--- src/rtl/press_pattern_gen_if.sv ---
// Command handshake bundle for the press pattern generator.
// The master issues commands; the slave (generator) reports readiness.
interface press_pattern_gen_if;
   logic       cmd_valid;
   logic       cmd_long;
   logic [3:0] cmd_count;
   logic       cmd_ready;

   modport master (
      output cmd_valid,
      output cmd_long,
      output cmd_count,
      input  cmd_ready
   );

   modport slave (
      input  cmd_valid,
      input  cmd_long,
      input  cmd_count,
      output cmd_ready
   );
endinterface

--- src/rtl/press_pattern_gen.sv ---
// Emulated push-button: emits N short or long presses, each followed
// by a release gap, then pulses done for one cycle.
module press_pattern_gen #(
   parameter int SHORT_TICKS = 30,
   parameter int LONG_TICKS  = 200,
   parameter int GAP_TICKS   = 50,
   parameter int CNT_W       = 8
) (
   input  logic                clk_100Hz,
   input  logic                rst,
   press_pattern_gen_if.slave  cmd,
   output logic                button,
   output logic                busy,
   output logic                done
);

   typedef enum logic [1:0] {
      IDLE  = 2'd0,
      PRESS = 2'd1,
      GAP   = 2'd2
   } state_e;

   localparam logic [CNT_W-1:0] SHORT_LD = CNT_W'(SHORT_TICKS - 1);
   localparam logic [CNT_W-1:0] LONG_LD  = CNT_W'(LONG_TICKS - 1);
   localparam logic [CNT_W-1:0] GAP_LD   = CNT_W'(GAP_TICKS - 1);

   state_e           state_q, state_d;
   logic [CNT_W-1:0] tick_q, tick_d;
   logic [3:0]       rem_q, rem_d;
   logic             long_q, long_d;
   logic             button_q, button_d;
   logic             busy_q, busy_d;
   logic             done_q, done_d;

   logic accept;
   logic tick_zero;

   assign accept    = cmd.cmd_valid && (state_q == IDLE);
   assign tick_zero = (tick_q == '0);

   always_ff @(posedge clk_100Hz) begin
      if (rst) begin
         state_q <= IDLE;
      end else begin
         state_q <= state_d;
      end
   end

   always_comb begin
      state_d = state_q;
      unique case (state_q)
         IDLE:    if (accept) state_d = PRESS;
         PRESS:   if (tick_zero) state_d = GAP;
         GAP:     if (tick_zero) state_d = (rem_q != 4'd0) ? PRESS : IDLE;
         default: state_d = IDLE;
      endcase
   end

   // Counters and registered outputs all follow the next state, so the
   // pins change on the same edge the state does.
   always_comb begin
      tick_d = tick_q;
      rem_d  = rem_q;
      long_d = long_q;
      unique case (state_q)
         IDLE: begin
            if (accept) begin
               long_d = cmd.cmd_long;
               rem_d  = (cmd.cmd_count == 4'd0) ? 4'd1 : cmd.cmd_count;
               tick_d = cmd.cmd_long ? LONG_LD : SHORT_LD;
            end
         end
         PRESS: begin
            if (tick_zero) begin
               rem_d  = rem_q - 4'd1;
               tick_d = GAP_LD;
            end else begin
               tick_d = tick_q - 1'b1;
            end
         end
         GAP: begin
            if (tick_zero) begin
               if (rem_q != 4'd0) begin
                  tick_d = long_q ? LONG_LD : SHORT_LD;
               end else begin
                  tick_d = '0;
               end
            end else begin
               tick_d = tick_q - 1'b1;
            end
         end
         default: begin
            tick_d = '0;
            rem_d  = 4'd0;
         end
      endcase
      button_d = (state_d == PRESS);
      busy_d   = (state_d != IDLE);
      done_d   = (state_q == GAP) && (state_d == IDLE);
   end

   always_ff @(posedge clk_100Hz) begin
      if (rst) begin
         tick_q   <= '0;
         rem_q    <= 4'd0;
         long_q   <= 1'b0;
         button_q <= 1'b0;
         busy_q   <= 1'b0;
         done_q   <= 1'b0;
      end else begin
         tick_q   <= tick_d;
         rem_q    <= rem_d;
         long_q   <= long_d;
         button_q <= button_d;
         busy_q   <= busy_d;
         done_q   <= done_d;
      end
   end

   assign cmd.cmd_ready = (state_q == IDLE);
   assign button        = button_q;
   assign busy          = busy_q;
   assign done          = done_q;

endmodule
--- src/flat_wrapper.sv ---
// flat-port wrapper written by rule: the top's interface ports become plain ports
module press_pattern_gen_flat 
#(
   parameter int SHORT_TICKS = 30,
   parameter int LONG_TICKS  = 200,
   parameter int GAP_TICKS   = 50,
   parameter int CNT_W       = 8
)
  (clk_100Hz, rst, button, busy, done, cmd_cmd_valid, cmd_cmd_long, cmd_cmd_count, cmd_cmd_ready);
  press_pattern_gen_if cmd_i ();
  input  logic clk_100Hz;
  input  logic rst;
  output logic button;
  output logic busy;
  output logic done;
  input wire logic [$bits(cmd_i.cmd_valid)-1:0] cmd_cmd_valid;
  input wire logic [$bits(cmd_i.cmd_long)-1:0] cmd_cmd_long;
  input wire logic [$bits(cmd_i.cmd_count)-1:0] cmd_cmd_count;
  output wire logic [$bits(cmd_i.cmd_ready)-1:0] cmd_cmd_ready;
  assign cmd_i.cmd_valid = cmd_cmd_valid;
  assign cmd_i.cmd_long = cmd_cmd_long;
  assign cmd_i.cmd_count = cmd_cmd_count;
  assign cmd_cmd_ready = cmd_i.cmd_ready;
  press_pattern_gen #(.SHORT_TICKS(SHORT_TICKS), .LONG_TICKS(LONG_TICKS), .GAP_TICKS(GAP_TICKS), .CNT_W(CNT_W)) u_core (.clk_100Hz(clk_100Hz), .rst(rst), .cmd(cmd_i), .button(button), .busy(busy), .done(done));
endmodule
--- config.mk ---
export PLATFORM = sky130hd
export DESIGN_NAME = press_pattern_gen_flat
export DESIGN_NICKNAME = d
export VERILOG_FILES = /design/src/rtl/press_pattern_gen_if.sv /design/src/rtl/press_pattern_gen.sv /design/src/flat_wrapper.sv
export SDC_FILE = /design/constraint.sdc
export NUM_CORES = 1
export LEC_CHECK = 0
export CAP_MARGIN = 20
export CORE_MARGIN = 2
export CORE_UTILIZATION = 45
export DETAILED_ROUTE_END_ITERATION = 8
export PLACE_DENSITY = 0.66
export SLEW_MARGIN = 25
export SYNTH_ARGS = -nofsm -noshare
export SYNTH_HDL_FRONTEND = slang
export SYNTH_SLANG_ARGS = --single-unit
export TNS_END_PERCENT = 5
--- constraint.sdc ---
create_clock -name clk_100Hz -period 2.15 [get_ports clk_100Hz]
set_input_delay 0.43 -clock clk_100Hz [delete_from_list [all_inputs] [get_ports clk_100Hz]]
set_output_delay 0.43 -clock clk_100Hz [all_outputs]
set_load 0.1 [all_outputs]
==> results.yml <==
timing:
  timing.fmax_ghz: 0.499
  whs_ps: 480
  setup_tns_ps: 0
  slew_headroom: 0.599
  hold_viol: 0
  fin_crit_ps: 2000
  finalWorstSetupSlack_ps: 146
  tightest_slew_ps: 596
  setup_violations: 0
  rsz0062_at_grt: "no"
  worst_clock_skew_ps: 5.52
  drv_slew: 0
  period_share: 0.932
logic_synthesis:
  syn_nets: 163
  syn_avg_cell_area_um2: 7.75
  yosysSeqAreaShare: 0.308
  async_reset_ff_frac: 0
  syn_area_um2: 1170
  synthTopCellsByArea: "dfxtp_1 31%, nor2_1 5.5%, a21oi_1 5.1%"
  synth_flop_cell: "dfxtp_1"
  synth-edff-count: 0
  ys_types: 42
  yosys.area.top_type: "dfxtp_1"
  yosys_warnings: 0
  synth_cells: 151
  ys_ff_latch: 18
  yosysTopAreaCellShare: 0.308
worst_setup_path:
  path_max_fanout: 9
  start_kind: "flop"
  reg2reg_slack_ps: 150
  cp.required_ps: 2310
  rr_worst_depth: 7
  critical_path_class: "reg -> reg"
  cp-end-kind: "flop"
  r2r-end: "u_core.tick_q[4]"
  rr_startpoint: "u_core.tick_q[0]"
  worst_ep_arrival_time_ps: 2170
job:
  cap_violations: 0
layout:
  final_common_cell: "dfxtp_1"
  most-common-layout-cells: "18 x dfxtp_1, 16 x nor2_1, 15 x nand2_1"
  fin_nets: 176
  antennaDiodeCount: 0
  area_growth_pct: 15.4
  final_layout_size_suffix_gt1_frac: 0.130
cts:
  clock_path_buffers: 2
  ctsHoldBuffers: 0
  clk_pin_slew_ps: 90
  cts-resized-gates: 0
  insertion_delay_ps: 300
  clock-sinks: 18
  cts_root_buf: "clkbuf_4"
  htree_levels: 1
  cts_tree: "built"
  cts_buffers: 3
  postCtsSetupBuffers: 0
global_routing:
  overflow: 0
  antenna_found_initial: 0
  grt_pass1_vias: 1005
  grt_max_degree: 18
  grt_pass1_wl_um: 4610
  grt_use_total: 0.217
detailed_routing:
  via_per_inst: 5.95
  drtAntennaViolNets: 0
  route.final.wire_length_um: 2780
  drc: 0
  met2_length_um: 1240
  dr_wl_met3_um: 161
  wl_met1_um: 1330
  vias: 1143
  top_layer: "met4"
  drt_iter0_drc: 42
  wl_per_cell_um: 14.5
  dr.pass1.iters: 4
placed_design:
  dp_hpwl_um: 2050
  place_congestion: 0.852
  place_ws_ps: 84.1
  io_buffers: 11
die:
  core_um2: 2480
  dieArea_um2: 3020
  die_h_um: 55.0
  fp-row-count: 18
  start_util: 0.472
  io_pins: 12
  die_x_um: 55.0
worst_hold_path:
  holdPathStages: 2
  hold_path_end: "u_core.tick_q[1]"
  hold_start: "u_core.tick_q[1]"
  hold_path.class: "reg -> reg"
power:
  vdd_drop_max_mv: 0.504
  p_leak_nw: 0.532
  power_per_cell_area_nw_per_um2: 983
run_status:
  status: "complete, no violations"
==> per-stage QoR <==
step           total power (W)   util  cell area, um^2  cells
4_1_cts                0.00132  0.544             1350    192
3_5_place_dp           0.00115  0.535             1330    189
3_3_place_gp           0.00114  0.535             1330    189
5_1_grt                0.00143  0.545             1350    192
6_report               0.00133  0.545             1350    192
2_1_floorplan         0.000990      -             1170    151
==> kinds of logic (layout without fill, tap and decap cells) <==
logic type               Yosys count  in the layout  synth area share
AND/OR/NAND/NOR                   62             62             0.267
adder cells (fa/ha/maj)            4              4            0.0428
multiplexers                       4              4            0.0342
AO/OA/AOI/OAI                     42             42             0.251
buffers and inverters             16             27            0.0588
XOR/XNOR                           5              5            0.0374
flip-flops                        18             18             0.308
==> layer usage <==
metal  vias to the layer above  global-route usage
met3                         9              0.0565
met1                       528               0.286
met5                         -                   0
li1                        566                   -
met4                         0              0.0894
met2                        40               0.335
==> synthesized netlist by cell type (all sizes together), types with 2 or more instances <==
cell,number
or3,3
nand3,3
dfxtp,18
nand2,15
a22oi,3
clkbuf,6
buf,3
o21ai,9
xor2,2
nor3,8
inv,7
mux2i,4
nand3b,3
a211oi,3
a221oi,2
nor2,17
a21oi,13
nor2b,2
ha,4
nand2b,3
or3b,2
o31ai,2
xnor2,3
o21a,2
or4,2
==> critical path: stages (launching register included) <==
cell      delay, ps
dfxtp_1         340
inv_1           100
ha_1            170
or3b_2          510
or2_4           310
o21a_1          210
o221ai_1        160
a21oi_1          90
==> registers in the layout, summed over array words and instances, names as in the netlist <==
register        count
u_core.tick_q       8
u_core.rem_q        4
u_core.state_q      2
u_core.busy         1
u_core.button       1
u_core.done         1
u_core.long_q       1
==> worst max-delay path by stage <==
stage                            from          endpoint  slack (ps)
floorplan           u_core.state_q[1]  u_core.tick_q[7]          90
global placement     u_core.tick_q[0]  u_core.tick_q[4]         110
detailed placement   u_core.tick_q[0]   u_core.rem_q[0]          80
CTS                  u_core.tick_q[0]   u_core.rem_q[0]          70
global route         u_core.tick_q[0]  u_core.tick_q[4]          30
finish               u_core.tick_q[0]  u_core.tick_q[4]         150
==> report_power, final <==
group / switching, W / total [W] / internal [W]
clock network: 0.000103 / 0.000169 / 0.0000654
logic: 0.000405 / 0.000694 / 0.000289
registers: 0.0000739 / 0.000464 / 0.000390
==> layout make-up <==
class	count	area, um^2
multi-input combinational	117	746
fill	250	1130
sequential	18	360
inverter	7	26.3
tap	30	37.5
clock buffer	3	22.5
timing repair buffer	17	158
(Power assumes the default switching activity.)
==> patch (same settings) <==
`CNT_W` is set to 8 in 2 places; all go to 9.
--- a/src/rtl/press_pattern_gen.sv
+++ b/src/rtl/press_pattern_gen.sv
@@ -6,3 +6,3 @@
    parameter int GAP_TICKS   = 50,
-   parameter int CNT_W       = 8
+   parameter int CNT_W       = 9
 ) (
--- a/src/flat_wrapper.sv
+++ b/src/flat_wrapper.sv
@@ -6,3 +6,3 @@
    parameter int GAP_TICKS   = 50,
-   parameter int CNT_W       = 8
+   parameter int CNT_W       = 9
 )
Check against the original RTL: same outputs for any inputs over 10 cycles, from zero or initial values and one cycle with rst high; that may be too few to reach the edited logic, so the function may still have changed.
==> patch against the original RTL <==
Wire length is 26% higher; largest cell class unchanged; non-clock buffer count is 1 higher; sequential cell count is 1 higher; worst setup slack better by 17 ps; via count is 13% higher; sequential share of layout area is 1.4 points lower; area after synthesis is 12% higher; design area is 11% higher; total power is 18% higher; critical path type unchanged.
==> patch: results (changes against the original RTL) <==
- Worst-Margin Slew: 592 ps (was 596 ps)
- N_diodes: 0 (unchanged)
- Status: complete, no violations (unchanged)
- Largest net degree at the start of global routing: 18 (unchanged)
- Layout Nets: 184 (was 176)
- CP max stage delay: 530 ps (was 510 ps)
- Top reg by flops: u_core.tick_q (unchanged)
- Crit path max-delay cell type: or4_1 (was or3b_2)
- Most instantiated cells after synthesis: dfxtp_1, nor2_1, nor3_1, inv_1, a21oi_1 (was dfxtp_1, nor2_1, nand2_1, a21oi_1, o21ai_0)
- Layout Skew: 6.53 ps (was 5.52 ps)
- R2r setup slk: 160 ps (was 150 ps)
- DR iter-0 viols: 63 (was 42)
- Hold WS: 522 ps (was 480 ps)
- Pre-CTS WS: 177 ps (was 84.1 ps)
- Largest cells by area after synthesis: dfxtp_1, nor3_1, nor2_1, a21oi_1, nor4_4 (was dfxtp_1, nor2_1, a21oi_1, nand2_1, ha_1)
- Leak pwr: 0.574 nW (was 0.532 nW)
- DP HPWL: 2.73 mm (was 2.05 mm)
- VDD IR max: 0.677 mV (was 0.504 mV)
- CTS H-Tree Depth: 1 (unchanged)
- Global-route wire length before repair: 5.71 mm (was 4.61 mm)
- Number of global-route vias before repair: 1201 (was 1005)
- R2R cell count: 6 (was 7)
- Crit-path leading delay family: simple AND/OR/NAND/NOR gates (unchanged)
- Unique masters post-synth: 55 (was 42)
- Yosys warns: 0 (unchanged)
- Routed WL: 3.51 mm (was 2.78 mm)
- Hold_sp: u_core.rem_q[1] (was u_core.tick_q[1])
- GRT overflow: 0 (unchanged)
- Reg2reg end: u_core.rem_q[1] (was u_core.tick_q[4])
- Async SR Flop Fraction: 0 (unchanged)
- Clock latency on the worst-skew pair: 310 ps
- FILL cells: 272 (was 250)
- Ratio of cells with drive above 1 in the final layout: 0.151 (was 0.130)
- Sequential area share after synthesis: 0.290 (was 0.308)
- RD Place Congestion: 0.957 (was 0.852)
- Largest regs: u_core.tick_q x9, u_core.rem_q x4, u_core.state_q x2 (was u_core.tick_q x8, u_core.rem_q x4, u_core.state_q x2)
- DR vias/cell: 6.36 (was 5.95)
- Hold Crit Endpoint: u_core.rem_q[1] (was u_core.tick_q[1])
- Reg2Reg Launch Point: u_core.tick_q[1] (was u_core.tick_q[0])
- GRT Overall Usage: 0.225 (was 0.217)
- Clock slew at reported path FFs: 120 ps (was 90 ps)
- Drt pass-1 iters: 4 (unchanged)
- Syn Nets: 168 (was 163)
- Worst-path fanout max: 7 (was 9)
[patch: cell count changes after synthesis, moves of 3 or more]
cell / before / now
inv_1: 7 / 10
mux2i_1: 4 / 1
nor2_1: 17 / 14
a21oi_1: 12 / 9
nand2_1: 15 / 6
clkbuf_1: 6 / 2
nor3_1: 8 / 11
o311ai_0: 0 / 3
o211a_1: 0 / 3
[patch: power breakdown]
part	internal, W	switching, W
Combinational	0.000354	0.000483
Clock	0.0000696	0.000121
Sequential	0.000417	0.000119
Total	0.000841	0.000722
[patch: metrics by stage]
step                      power (W)  instances  cell area [sq um]
after global routing        0.00166        203               1500
final                       0.00156        203               1500
after detailed placement    0.00137        199               1480
after global placement      0.00136        199               1480
after CTS                   0.00156        203               1500
after floorplan             0.00114        157               1310
[patch: metal layers]
layer,part of all wire,vias up,global-route usage
met5,0,-,0
met4,0.014,0,0.0797
met3,0.096,5,0.0313
met2,0.44,66,0.339
met1,0.45,591,0.329
li1,-,630,-
[patch: worst max-delay path by stage]
stage / start / end / slack [ps] / cells past startpoint
3_5_place_dp: cmd_cmd_valid / u_core.rem_q[1] / 180 / 5
4_1_cts: u_core.tick_q[1] / u_core.rem_q[1] / 190 / 6
2_1_floorplan: u_core.state_q[0] / u_core.rem_q[0] / 100 / 6
6_report: u_core.tick_q[1] / u_core.rem_q[1] / 160 / 6
5_1_grt: u_core.tick_q[1] / u_core.rem_q[1] / 20 / 6
3_3_place_gp: cmd_cmd_valid / u_core.rem_q[1] / 210 / 5
[patch: worst reg2reg max path, delay by kind of cell (launching register included)]
kind | cells | cell delay [ps]
fa+ha+maj | 1 | 230
flops | 1 | 370
simple gates | 2 | 910
buf+inv | 1 | 110
compound gates | 2 | 310
[patch: cell type report]
type / count / area, sq um / area share
Clock buffer: 3 / 22.5 / 0.0150
Clock inverter: 1 / 5.00 / 0.00333
Inverter: 11 / 41.3 / 0.0275
Multi-Input combinational cell: 120 / 851 / 0.566
Sequential cell: 19 / 380 / 0.253
Tap cell: 31 / 38.8 / 0.0258
Timing Repair Buffer: 18 / 165 / 0.110
[patch: cell families (layout without fill, tap and decap cells)]
logic type / count (synthesis) / in the layout / share of synthesized area
AOI/OAI and AO/OA: 50 / 50 / 0.282
muxes: 1 / 1 / 0.00763
adders and majority gates: 3 / 3 / 0.0286
xor gates and xnor gates: 3 / 3 / 0.0200
buffers and inverters: 18 / 33 / 0.0630
and+or+nand+nor: 63 / 63 / 0.308
DFF: 19 / 19 / 0.290
